[config.mk]
export PLATFORM = sky130hd
export DESIGN_NAME = cond_flag_file
export DESIGN_NICKNAME = d
export VERILOG_FILES = /design/src/rtl/cond_flag_file.sv
export SDC_FILE = /design/constraint.sdc
export NUM_CORES = 1
export LEC_CHECK = 0
export CAP_MARGIN = 20
export CORE_UTILIZATION = 49
export DETAILED_ROUTE_END_ITERATION = 16
export PLACE_DENSITY = 0.82
export SETUP_SLACK_MARGIN = 0.05
export SYNTH_ARGS = -nofsm -noshare
export SYNTH_HDL_FRONTEND = slang
export SYNTH_SLANG_ARGS = --single-unit
[constraint.sdc]
create_clock -name clk -period 2.5 [get_ports clk]
set_clock_uncertainty 0.05 [all_clocks]
set_input_delay 0.25 -clock clk [delete_from_list [all_inputs] [get_ports clk]]
set_output_delay 0.25 -clock clk [all_outputs]
set_load 0.1 [all_outputs]
[src/rtl/cond_flag_file.sv]
//============================================================================
// Module      : cond_flag_file
// Description : Condition-flag file for the nRISC core. Holds NUM_FLAGS
//               flags written by the ULA under a per-flag mask, cleared by
//               branch consumption under a per-flag mask, with one flag
//               selectable as the branch condition. A LIFO of STACK_DEPTH
//               entries saves/restores the flag vector across calls and
//               interrupts.
// Ports       : clk, reset (sync, active-high)
//               wr_en, wr_mask, flags_in   ULA flag write
//               consume, clr_mask          branch-side flag clear
//               push, pop                  save/restore flag vector
//               cond_sel                   index of flag driven on cond_out
//               flags_out, cond_out        registered flags / selected flag
//               stack_cnt, full, empty     LIFO occupancy
//               err                        sticky over/underflow
// Config      : `define COND_STACK_ERR_EN builds the sticky error flag;
//               otherwise err is tied to 0.
// Revision    : 1.0 - initial release
//============================================================================
`default_nettype none

module cond_flag_file #(
  parameter int                   NUM_FLAGS   = 4,
  parameter int                   STACK_DEPTH = 4,
  parameter logic [NUM_FLAGS-1:0] RESET_VALUE = '0,
  // Derived widths; not intended to be overridden.
  parameter int                   SEL_W       = (NUM_FLAGS > 1) ? $clog2(NUM_FLAGS) : 1,
  parameter int                   CNT_W       = $clog2(STACK_DEPTH + 1)
) (
  input  logic                 clk,
  input  logic                 reset,
  input  logic                 wr_en,
  input  logic [NUM_FLAGS-1:0] wr_mask,
  input  logic [NUM_FLAGS-1:0] flags_in,
  input  logic                 consume,
  input  logic [NUM_FLAGS-1:0] clr_mask,
  input  logic                 push,
  input  logic                 pop,
  input  logic [SEL_W-1:0]     cond_sel,
  output logic [NUM_FLAGS-1:0] flags_out,
  output logic                 cond_out,
  output logic [CNT_W-1:0]     stack_cnt,
  output logic                 full,
  output logic                 empty,
  output logic                 err
);

  localparam logic [CNT_W-1:0] C_CNT_ONE  = CNT_W'(1);
  localparam logic [CNT_W-1:0] C_CNT_FULL = CNT_W'(STACK_DEPTH);

  logic [NUM_FLAGS-1:0] flags_q, flags_d;
  logic [CNT_W-1:0]     cnt_q, cnt_d;

  // LIFO storage; only the pointer is reset.
  logic [NUM_FLAGS-1:0] stack_mem [STACK_DEPTH];

  logic                 mem_we;
  logic [CNT_W-1:0]     mem_addr;
  logic [NUM_FLAGS-1:0] mem_wdata;
  logic [NUM_FLAGS-1:0] stack_top;
  logic [NUM_FLAGS-1:0] flags_upd;
  logic [CNT_W-1:0]     cnt_m1;

  assign full   = (cnt_q == C_CNT_FULL);
  assign empty  = (cnt_q == '0);
  assign cnt_m1 = cnt_q - C_CNT_ONE;

  // Top-of-stack read, decoded per entry so the pointer never needs truncation.
  always_comb begin
    stack_top = '0;
    for (int e = 0; e < STACK_DEPTH; e++) begin
      if (cnt_m1 == CNT_W'(e)) stack_top = stack_mem[e];
    end
  end

  always_comb begin
    // Normal path: consume clears first, then a masked write overrides.
    flags_upd = flags_q & ~(consume ? clr_mask : '0);
    flags_upd = (flags_upd & ~(wr_en ? wr_mask : '0)) | (flags_in & (wr_en ? wr_mask : '0));

    flags_d   = flags_upd;
    cnt_d     = cnt_q;
    mem_we    = 1'b0;
    mem_addr  = cnt_q;
    mem_wdata = flags_q;

    if (pop && !empty) begin
      // Pop, or swap when push is also asserted; ULA write/consume ignored.
      flags_d = stack_top;
      if (push) begin
        mem_we   = 1'b1;
        mem_addr = cnt_m1;
      end else begin
        cnt_d = cnt_m1;
      end
    end else if (push && !pop && !full) begin
      // Save the pre-update vector; the flag update proceeds normally.
      mem_we = 1'b1;
      cnt_d  = cnt_q + C_CNT_ONE;
    end
  end

  always_ff @(posedge clk) begin
    if (reset) begin
      flags_q <= RESET_VALUE;
      cnt_q   <= '0;
    end else begin
      flags_q <= flags_d;
      cnt_q   <= cnt_d;
    end
  end

  always_ff @(posedge clk) begin
    for (int e = 0; e < STACK_DEPTH; e++) begin
      if (mem_we && (mem_addr == CNT_W'(e))) stack_mem[e] <= mem_wdata;
    end
  end

  // Out-of-range select reads as 0.
  always_comb begin
    cond_out = 1'b0;
    for (int i = 0; i < NUM_FLAGS; i++) begin
      if ({{(32-SEL_W){1'b0}}, cond_sel} == 32'(i)) cond_out = flags_q[i];
    end
  end

`ifdef COND_STACK_ERR_EN
  logic err_q, err_d;
  logic overflow, underflow;

  // Push & pop together on empty counts as underflow, not overflow.
  assign overflow  = push && !pop && full;
  assign underflow = pop && empty;

  always_comb begin
    err_d = err_q | overflow | underflow;
  end

  always_ff @(posedge clk) begin
    if (reset) err_q <= 1'b0;
    else       err_q <= err_d;
  end

  assign err = err_q;
`else
  assign err = 1'b0;
`endif

  assign flags_out = flags_q;
  assign stack_cnt = cnt_q;

endmodule

`default_nettype wire

# Word-level counts from Yosys, hierarchy flattened
# Memory sizes are Yosys's and may differ from the RTL's.
# Index checks and enable logic that the tools add are counted.
classes:
  addsub: 2
  n_eq_ne: 11
  n_bitwise: 6
  mux: 36
  reduce_logical: 19
op_table:
  columns: ["operator", "n"]
  rows:
  - ["$mux W4", 10]
  - ["$mux W1", 18]
  - ["$mux W3", 5]
  - ["$and A4 B4 Y4", 3]
  - ["$eq A3 B2 Y1 const B", 4]
  - ["$reduce_or A4 Y1", 3]
  - ["$logic_not A3 Y1", 3]
  - ["$not A4 Y4", 2]
  - ["$logic_and A1 B1 Y1", 7]
  - ["$eq A3 B1 Y1 const B", 2]
  - ["$mux W2", 3]
  - ["$eq A2 B2 Y1 const B", 2]
  - ["$or A4 B4 Y4", 1]
  - ["$add A3 B1 Y3 const B", 1]
  - ["$eq A3 B3 Y1 const B", 1]
  - ["$logic_not A1 Y1", 3]
  - ["$sub A3 B1 Y3 const B", 1]
  - ["$eq A2 B1 Y1 const B", 1]
  - ["$logic_not A2 Y1", 1]
  - ["$ne A2 B2 Y1 const B", 1]
  - ["$reduce_and A2 Y1", 1]
  - ["$reduce_bool A2 Y1", 1]
totals:
  mem_count: 1
  elab_cells: 77
  ff_bits: 7
  output_inout_bits: 11
  inputBits: 20
  ram_bits: 16
mem_list:
  columns: ["name", "words", "width", "rd", "rd_ports_with_merged_regs", "write_ports", "line", "source"]
  rows:
  - ["stack_mem", 4, 4, 4, 0, 1, "56", "logic [NUM_FLAGS-1:0] stack_mem [STACK_DEPTH];"]

# Depth between registers and ports, before layout
# Gate-level depths: netlist of the first run.
depth:
  ltp_word: 12
  ltp_mapped: 7
  depth_no_buf: 6

# Worst setup path before layout of the first run
# No wires, ideal clock.
synth_path:
  path_type: "flip-flop to output port"
  start: "register cnt_q[0] (netlist: stack_cnt[0])"
  end: "output full"
  path_stages_with_launch: 6
  required_ps: 2200
  path_slack_ps: -570
  t_arrival_ps: 2770
  path_buffers: 1
  cell_sequence: "dfxtp_1 -> inv_1 -> ha_1 -> buf_2 -> inv_1 -> nor2_1"
synth_via:
  elab_chain_cells: 1
synth_rtl:
  columns: ["item", "line", "source"]
  rows:
  - ["start, declared", "53", "logic [CNT_W-1:0] cnt_q, cnt_d;"]
  - ["start signal, assigned", "110", "cnt_q <= cnt_d;"]
  - ["$eq A3 B3 Y1", "65", "assign full = (cnt_q == C_CNT_FULL);"]
  - ["end, declared", "44", "output logic full,"]
# Every way passes these cells.

# Worst setup path in the final report of the first run
layout_path:
  start: "register cnt_q[0] (netlist: stack_cnt[0])"
  end: "memory stack_mem[3][2] (enable)"
layout_via:
  elab_chain_cells: 12
  elab_cells_between_ends: 36
  classes_between: "add/sub: 1; eq/ne: 4; mux: 18; reduce/logical: 13"
layout_rtl:
  columns: ["item", "line"]
  rows:
  - ["parallel branches: the longest is 12 deep, another holds $sub A3 B1 Y3", null]
  - ["end, declared", "56"]
# Several ways; the timed one is not identified.

==> results of run 1 <==
-- area by class of cell --
class	count	area [sq um]
tap	30	37.54
timing repair buffer	32	312.8
sequential	23	628.1
inverter	5	18.77
fill	219	870.8
multi-input combinational	91	626.9
clock buffer	3	22.52
clock inverter	1	5.005
-- metrics by stage --
stage / worst slack (ns) / instances / hold WS (ns) / total power (uW) / util (%)
final: 0.2430 / 185 / 0.4925 / 1055 / 65.48
after global routing: 0.1308 / 185 / 0.5115 / 1097 / 65.48
after CTS: 0.2748 / 185 / 0.4977 / 1052 / 65.48
after detailed placement: 0.3003 / 181 / 0.4708 / 889.7 / 64.38
after global placement: 0.4458 / 181 / 0.4728 / 879.8 / 64.38
after floorplan: 0.1677 / 129 / 0.3748 / 769.3 / -
-- path summary, 6_finish.rpt --
kind                                 startpoint              end  slack, ns  cells after the start
worst max-delay path               stack_cnt[0]  stack_mem[3][2]       0.24                      6
worst min-delay path                flags_in[0]     flags_out[0]       0.49                      3
worst min register to register  stack_mem[0][1]     flags_out[1]       0.52                      2
worst max register to register     stack_cnt[0]  stack_mem[3][2]       0.24                      6
-- metal layers --
metal / vias to the layer above / GRT usage [%] / routed length, um
li1: 547 / - / -
met1: 542 / 31.00 / 1188
met2: 67 / 41.77 / 1567
met3: 6 / 2.825 / 193
met4: 0 / 8.772 / 45
met5: - / 0 / 0
-- layout by cell type, fill, tap and decap left out, drive strengths merged, types with 2 or more instances in the layout --
cell,n
a211oi,2
a21boi,3
a21oi,3
a221o,3
a22oi,3
a311oi,3
a31oi,8
and3,2
buf,13
clkbuf,3
clkdlybuf4s50,19
dfxtp,7
edfxtp,16
ha,6
inv,5
nand2,8
nand2b,6
nand3,4
nand3b,2
nor2,6
nor2b,3
nor3,6
o21ai,6
o31ai,2
-- worst max-delay path: stages (launching register included) --
cell     delay, ns
dfxtp_4       0.42
inv_1         0.13
ha_1          0.27
or3b_1        0.39
nor3_1        0.17
o21ai_0       0.16
nor2_1        0.34
-- synthesized netlist by cell type (2+ instances only) --
library cell / count
buf_4: 2
inv_1: 5
buf_2: 4
a21boi_0: 3
a21oi_1: 3
nand3_1: 4
nand2b_1: 6
nor3_1: 5
ha_1: 6
edfxtp_1: 16
a31oi_1: 8
nand3b_1: 2
o31ai_1: 2
a221o_1: 3
a211oi_1: 2
and3_1: 2
nand2_1: 8
nor2b_1: 3
dfxtp_1: 7
o21ai_0: 6
clkbuf_1: 2
a22oi_1: 3
a311oi_1: 3
nor2_1: 6
-- sequential cells by signal, indices dropped and copies added (netlist names) --
name,flops
stack_cnt,3
stack_mem,16
flags_out,4
-- power groups by stage --
stage,logic (uW),registers [uW],clock network [uW]
floorplan,214,555,0
global placement,402,478,0
detailed placement,410,480,0
CTS,411,471,170
global route,437,476,185
finish,413,472,171
-- logic make-up after synthesis --
family,count (synthesis),share of synthesized area [%]
fa+ha+maj,6,5.682
compound gates,38,20.36
other cells,1,0.2838
xor+xnor,1,0.6630
flops,23,46.97
mux,1,1.704
simple gates,44,18.56
buf+inv,15,5.776
==> results.json, run 1 <==
{
  "pwr-share-seq_pct": 44.7,
  "ctsHoldBuffers": 0,
  "fmax_mhz": 443.1,
  "finalSetupViolations": 0,
  "drtPass1Iterations": 4,
  "place_area_sq_um": 1624,
  "grt_pass1_vias": 1099,
  "postSynthAreaPerCell_sq_um": 10.24,
  "ys_ff_latch": 23,
  "end_kind": "register",
  "io_pins": 31,
  "max_slew_margin_pct": 58.77,
  "required_ns": 2.44,
  "drc_errors": 0,
  "synth_cell_types": 42,
  "cts_resized": 0,
  "power_frac_comb_pct": 39.1,
  "final_nets": 182,
  "clkTransAtPathRegs_ns": 0.13,
  "yosys_warnings": 0,
  "p_sw_share_pct": 39.74,
  "grt_pass1_wl_mm": 4.961,
  "switchingPower_uw": 419.3,
  "synth_top_area_share_pct": 36.36,
  "fin_crit_sh_pct": 90.28,
  "cts_buffers": 3,
  "syn_area_sq_um": 1321,
  "fp.dieH_um": 53.93,
  "arrival_ns": 2.19,
  "detail_route.vias_per_cell": 6.281,
  "drt-total-wl_mm": 2.994,
  "antenna_found_initial": 0,
  "p_leak_uw": 0.0005990,
  "vias": 1162,
  "avgRoutedWirePerCell_um": 16.18,
  "antenna_cells": 0,
  "synth_top_cell_by_area": "edfxtp_1",
  "cts_root_buffer": "clkbuf_4",
  "start_util_pct": 52.38,
  "drtIter0Drc": 53,
  "drv_cap": 0,
  "critical_path.max_fanout": 9,
  "cts_tree": "yes",
  "status": "finished, final reports clean",
  "numClockSinks": 23,
  "p_clk_share_pct": 16.2,
  "rows": 18,
  "grt_max_degree": 19,
  "ys.flop_type": "edfxtp_1",
  "crit_type": "register to register",
  "fp.dieW_um": 53.93,
  "port-buffer-count": 29,
  "dieArea_sq_um": 2908,
  "ys_top_cells_by_area": "edfxtp_1 (36%), dfxtp_1 (11%), ha_1 (5.7%)",
  "clock_latency_ns": 0.31,
  "cell_internal_pwr_uw": 635.8,
  "overflow": 0,
  "cts_max_level": 1,
  "async_flop_share_pct": 0,
  "synthCells": 129,
  "grtUsageTotal_pct": 24.25,
  "setup-tns-final_ns": 0,
  "cts_setup_buffers": 0,
  "hold_violations": 0,
  "synth_fp_nets": 155,
  "maxSlewViolCount": 0,
  "cp-start-kind": "register",
  "place.gp.congestion": 0.8195,
  "final.min_clock_period_ns": 2.257,
  "synth_edf_count": 16,
  "vdd_drop_max_mv": 0.3813,
  "drive_above_1_share_pct": 14.84,
  "ant_nets": 0,
  "seq_area_frac_synth_pct": 46.97,
  "fin_area_sq_um": 1652,
  "areaGrowthSynthToFinish_pct": 25.00,
  "hold_path.class": "input pin to register",
  "dp_hpwl_mm": 2.336,
  "rsz0062_at_grt": "false",
  "worst_slew_pin_slew_ns": 0.6175,
  "core_sq_um": 2522,
  "ctsLongestPathBuffers": 2,
  "powerDensity_nw_per_um2": 638.8
}
(Power assumes the default switching activity.)
==> inputs of run 2 (changes only) <==
--- a/config.mk
+++ b/config.mk
@@ -6,9 +6,10 @@
 export NUM_CORES = 1
 export LEC_CHECK = 0
 export CAP_MARGIN = 20
-export CORE_UTILIZATION = 49
+export CORE_MARGIN = 2
+export CORE_UTILIZATION = 53
 export DETAILED_ROUTE_END_ITERATION = 16
-export PLACE_DENSITY = 0.82
+export PLACE_DENSITY = 0.87
 export SETUP_SLACK_MARGIN = 0.05
 export SYNTH_ARGS = -nofsm -noshare
 export SYNTH_HDL_FRONTEND = slang
==> constraint.sdc (replaced) <==
create_clock -name clk -period 2.93 [get_ports clk]
set_clock_uncertainty 0.05 [all_clocks]
set_input_delay 0.293 -clock clk [delete_from_list [all_inputs] [get_ports clk]]
set_output_delay 0.293 -clock clk [all_outputs]
set_load 0.1 [all_outputs]
==> results.json, run 2 (synthesis results as in run 1) <==
{
  "status": "finished, final reports clean",
  "p_sw_share_pct": 40.21,
  "powerDensity_nw_per_um2": 548.5,
  "fin_cells": 183,
  "final.min_clock_period_ns": 2.419,
  "rows": 18,
  "cell_internal_pwr_uw": 526.4,
  "power_frac_comb_pct": 38.0,
  "fp.dieW_um": 53.93,
  "fin_crit_sh_pct": 82.56,
  "ctsHoldBuffers": 0,
  "overflow": 0,
  "largest_register_ffs": 16,
  "cpMaxStageDelayCell": "ha_1",
  "detail_route.vias_per_cell": 6.202,
  "final_core_util_pct": 66.61,
  "arrival_ns": 2.36,
  "clkTransAtPathRegs_ns": 0.12,
  "regMostFlops": "stack_mem",
  "antenna_cells": 0,
  "end_kind": "register",
  "cts_tree": "yes",
  "drt-total-wl_mm": 3.144,
  "dp_hpwl_mm": 2.405,
  "hold_path.class": "register to register",
  "critical_path.max_fanout": 12,
  "fin_area_sq_um": 1605,
  "drive_above_1_share_pct": 13.07,
  "drc_errors": 0,
  "grt_max_degree": 19,
  "max_stage_delay_ns": 0.46,
  "required_ns": 2.87,
  "grtUsageTotal_pct": 25.57,
  "p_clk_share_pct": 16.1,
  "io_pins": 31,
  "regToRegSetupSlack_ns": 0.51,
  "drv_cap": 0,
  "worst_slew_pin_slew_ns": 0.5752,
  "dieArea_sq_um": 2908,
  "p_leak_uw": 0.0005809,
  "ctsLongestPathBuffers": 2,
  "place_area_sq_um": 1578,
  "cts_root_buffer": "clkbuf_4",
  "drtPass1Iterations": 4,
  "crit_chain": "inv_1 > ha_1 > nand2b_1 > and2_1 > a31o_2 > nor2_1",
  "switchingPower_uw": 354.0,
  "cts_buffers": 3,
  "clock_latency_ns": 0.31,
  "drtIter0Drc": 36,
  "final_common_cell": "clkdlybuf4s50_1",
  "grt_pass1_wl_mm": 5.237,
  "ant_nets": 0,
  "cp-start-kind": "register",
  "final_nets": 180,
  "cts_resized": 0,
  "vias": 1135,
  "core_sq_um": 2410,
  "rsz0062_at_grt": "false",
  "start_util_pct": 54.83,
  "hold_violations": 0,
  "numClockSinks": 23,
  "fmax_mhz": 413.4,
  "cts_max_level": 1,
  "port-buffer-count": 29,
  "crit_type": "register to register",
  "setup-tns-final_ns": 0,
  "finalSetupViolations": 0,
  "place.gp.congestion": 0.9187,
  "layout_common_cells": "clkdlybuf4s50_1 (19), edfxtp_1 (16), buf_4 (11)",
  "placedCellCount": 179,
  "vdd_drop_max_mv": 0.3638,
  "cts_setup_buffers": 0,
  "avgRoutedWirePerCell_um": 17.18,
  "pwr-share-seq_pct": 45.8,
  "maxSlewViolCount": 0,
  "fp.dieH_um": 53.93,
  "antenna_found_initial": 0,
  "grt_pass1_vias": 1111,
  "areaGrowthSynthToFinish_pct": 21.50,
  "max_slew_margin_pct": 61.60
}
-- run 2: changes by cell type in the layout (fill, tap and decap cells not counted), sizes merged --
cell and delta:
buf -2
-- run 2: power groups by stage --
stage	Sequential [uW]	Combinational [uW]	Clock (uW)
2_1_floorplan	473	183	0
3_3_place_gp	409	323	0
3_5_place_dp	410	331	0
4_1_cts	403	332	141
5_1_grt	407	357	150
6_report	403	335	142
-- run 2: worst max-delay path: cells and delay by family (launching register included) --
kind	cells	cell delay [ns]
compound gates	1	0.26
fa+ha+maj	1	0.46
buf+inv	1	0.20
flops	1	0.39
simple gates	3	0.74
-- run 2: layout make-up --
cell class | instances | area [sq um]
fill | 183 | 804.5
multi-input combinational | 91 | 626.9
sequential | 23 | 621.8
timing repair buffer | 30 | 272.8
tap | 30 | 37.54
clock buffer | 3 | 22.52
inverter | 5 | 18.77
clock inverter | 1 | 5.005
-- run 2: path summary, 6_finish.rpt --
| path | start | endpoint | cells after the start |
|---|---|---|---|
| max | stack_cnt[0] | stack_mem[3][0] | 6 |
| min | flags_out[0] | stack_mem[0][0] | 0 |
| max reg2reg | stack_cnt[0] | stack_mem[3][0] | 6 |
| min reg2reg | flags_out[0] | stack_mem[0][0] | 0 |
-- run 2: metal layers --
metal,vias up,GRT usage [%],wire [um]
li1,535,-,-
met1,525,30.91,1249
met2,59,45.53,1610
met3,16,5.000,185
met4,0,7.692,98
met5,-,0,0
-- run 2: metrics by stage --
stage          power (uW)  setup WS [ns]  hold slack (ns)
2_1_floorplan       656.0        0.05312           0.4178
3_3_place_gp        731.2         0.6439           0.4870
3_5_place_dp        741.6         0.5483           0.4878
4_1_cts             875.2         0.5410           0.5112
5_1_grt             914.1         0.3481           0.5432
6_report            880.5         0.5111           0.5233
==> inputs of run 3 (changes only) <==
--- a/config.mk
+++ b/config.mk
@@ -7,9 +7,9 @@
 export LEC_CHECK = 0
 export CAP_MARGIN = 20
 export CORE_MARGIN = 2
-export CORE_UTILIZATION = 53
+export CORE_UTILIZATION = 49
 export DETAILED_ROUTE_END_ITERATION = 16
-export PLACE_DENSITY = 0.87
+export PLACE_DENSITY = 0.82
 export SETUP_SLACK_MARGIN = 0.05
 export SYNTH_ARGS = -nofsm -noshare
 export SYNTH_HDL_FRONTEND = slang
==> constraint.sdc (replaced) <==
create_clock -name clk -period 2.5 [get_ports clk]
set_clock_uncertainty 0.05 [all_clocks]
set_input_delay 0.25 -clock clk [delete_from_list [all_inputs] [get_ports clk]]
set_output_delay 0.25 -clock clk [all_outputs]
set_load 0.1 [all_outputs]
==> results.json, run 3 (synthesis results as in run 1) <==
{
  "final.min_clock_period_ns": 2.296,
  "fp.dieW_um": 55.93,
  "clock_latency_ns": 0.32,
  "power_frac_comb_pct": 38.6,
  "cts_setup_buffers": 0,
  "reg2reg_from": "stack_cnt[0]",
  "r2r_end": "stack_mem[3][2]",
  "p_sw_share_pct": 40.40,
  "drc_errors": 0,
  "largest_register_ffs": 16,
  "maxSlewViolCount": 0,
  "vdd_drop_max_mv": 0.5196,
  "dieArea_sq_um": 3128,
  "use_met2_pct": 34.69,
  "port-buffer-count": 29,
  "powerDensity_nw_per_um2": 646.8,
  "detail_route.vias_per_cell": 6.125,
  "end_kind": "register",
  "drtIter0Drc": 53,
  "grt-busiest-layer": "met2",
  "drtPass1Iterations": 4,
  "avgRoutedWirePerCell_um": 16.84,
  "hold_path.class": "input pin to register",
  "use_met1_pct": 27.01,
  "critical_path.max_fanout": 12,
  "cell_internal_pwr_uw": 634.7,
  "cts_resized": 0,
  "final_common_cell": "clkdlybuf4s50_1",
  "hold_violations": 0,
  "crit_type": "register to register",
  "place.gp.congestion": 0.8713,
  "regToRegSetupSlack_ns": 0.20,
  "place_area_sq_um": 1617,
  "rows": 18,
  "multi_input_area_sq_um": 629.4,
  "status": "finished, final reports clean",
  "switchingPower_uw": 430.2,
  "grtUsageTotal_pct": 21.15,
  "hold_end": "flags_out[2]",
  "p_leak_uw": 0.0005933,
  "overflow": 0,
  "critPathLaunch": "stack_cnt[0]",
  "cts_buffers": 3,
  "antenna_found_initial": 0,
  "final_nets": 181,
  "vias": 1127,
  "hold_path_depth": 3,
  "drv_cap": 0,
  "fmax_mhz": 435.5,
  "drt-total-wl_mm": 3.099,
  "io_pins": 31,
  "fp.dieH_um": 55.93,
  "worst_slew_pin_slew_ns": 0.6184,
  "rsz0062_at_grt": "false",
  "drive_above_1_share_pct": 14.94,
  "setup-tns-final_ns": 0,
  "grt_pass1_wl_mm": 5.092,
  "numClockSinks": 23,
  "required_ns": 2.45,
  "grtUsageMet3_pct": 2.326,
  "worstHoldStart": "flags_in[2]",
  "nFillCells": 195,
  "pwr-share-seq_pct": 44.3,
  "regMostFlops": "stack_mem",
  "antenna_cells": 0,
  "ctsHoldBuffers": 0,
  "layout_common_cells": "clkdlybuf4s50_1 (19), edfxtp_1 (16), buf_4 (10)",
  "cts_root_buffer": "clkbuf_4",
  "fin_area_sq_um": 1647,
  "cp-start-kind": "register",
  "start_util_pct": 52.38,
  "cts_tree": "yes",
  "dp_hpwl_mm": 2.337,
  "finalSetupViolations": 0,
  "regArea_sq_um": 628.1,
  "cts_max_level": 1,
  "p_clk_share_pct": 17.0,
  "clkTransAtPathRegs_ns": 0.14,
  "max_slew_margin_pct": 58.72,
  "fin_crit_sh_pct": 91.84,
  "ctsLongestPathBuffers": 2,
  "ant_nets": 0,
  "areaGrowthSynthToFinish_pct": 24.62,
  "r2r_cells": 6,
  "arrival_ns": 2.25,
  "grt_pass1_vias": 1096,
  "core_sq_um": 2522,
  "grt_max_degree": 19
}
## run 3: power by group through the flow
stage               clock network [uW]  logic [uW]  registers (uW)
floorplan                            0         214             555
finish                             181         412             472
global placement                     0         398             479
detailed placement                   0         405             480
global route                       198         437             477
CTS                                184         406             472
## run 3: critical path, cell delays in order, from the launching register on
cell	delay [ns]
dfxtp_4	0.40
inv_1	0.19
ha_2	0.36
nand2b_1	0.17
and2_1	0.22
a31o_2	0.26
nor2_1	0.31
## run 3: per-stage QoR
step                hold WS, ns  utilization [%]  total power (uW)  worst slack [ns]  cells
finish                   0.4732            65.28              1065            0.2040    184
global route             0.4821            65.28              1112           0.09073    184
floorplan                0.3748                -             769.3            0.1677    129
CTS                      0.4684            65.18              1062            0.1298    184
global placement         0.5187            64.09             877.9            0.2919    180
detailed placement       0.4787            64.09             885.8            0.1516    180
## run 3: worst max-delay path by stage
stage	end	slack (ns)
floorplan	full	0.17
CTS	stack_mem[3][2]	0.13
global route	stack_mem[3][3]	0.09
detailed placement	stack_mem[3][2]	0.15
global placement	stack_mem[3][0]	0.29
finish	stack_mem[3][2]	0.20
## run 3: layer usage
layer	vias up	wire [um]
met5	-	0
met4	0	103
met3	9	204
met2	57	1477
met1	523	1313
li1	538	-
## run 3: cell type report
class / count / area share [%]
Multi-Input combinational cell: 91 / 38.22
Sequential cell: 23 / 38.15
Timing Repair Buffer: 31 / 18.54
Tap cell: 30 / 2.280
Clock buffer: 3 / 1.368
Inverter: 5 / 1.140
Clock inverter: 1 / 0.3040
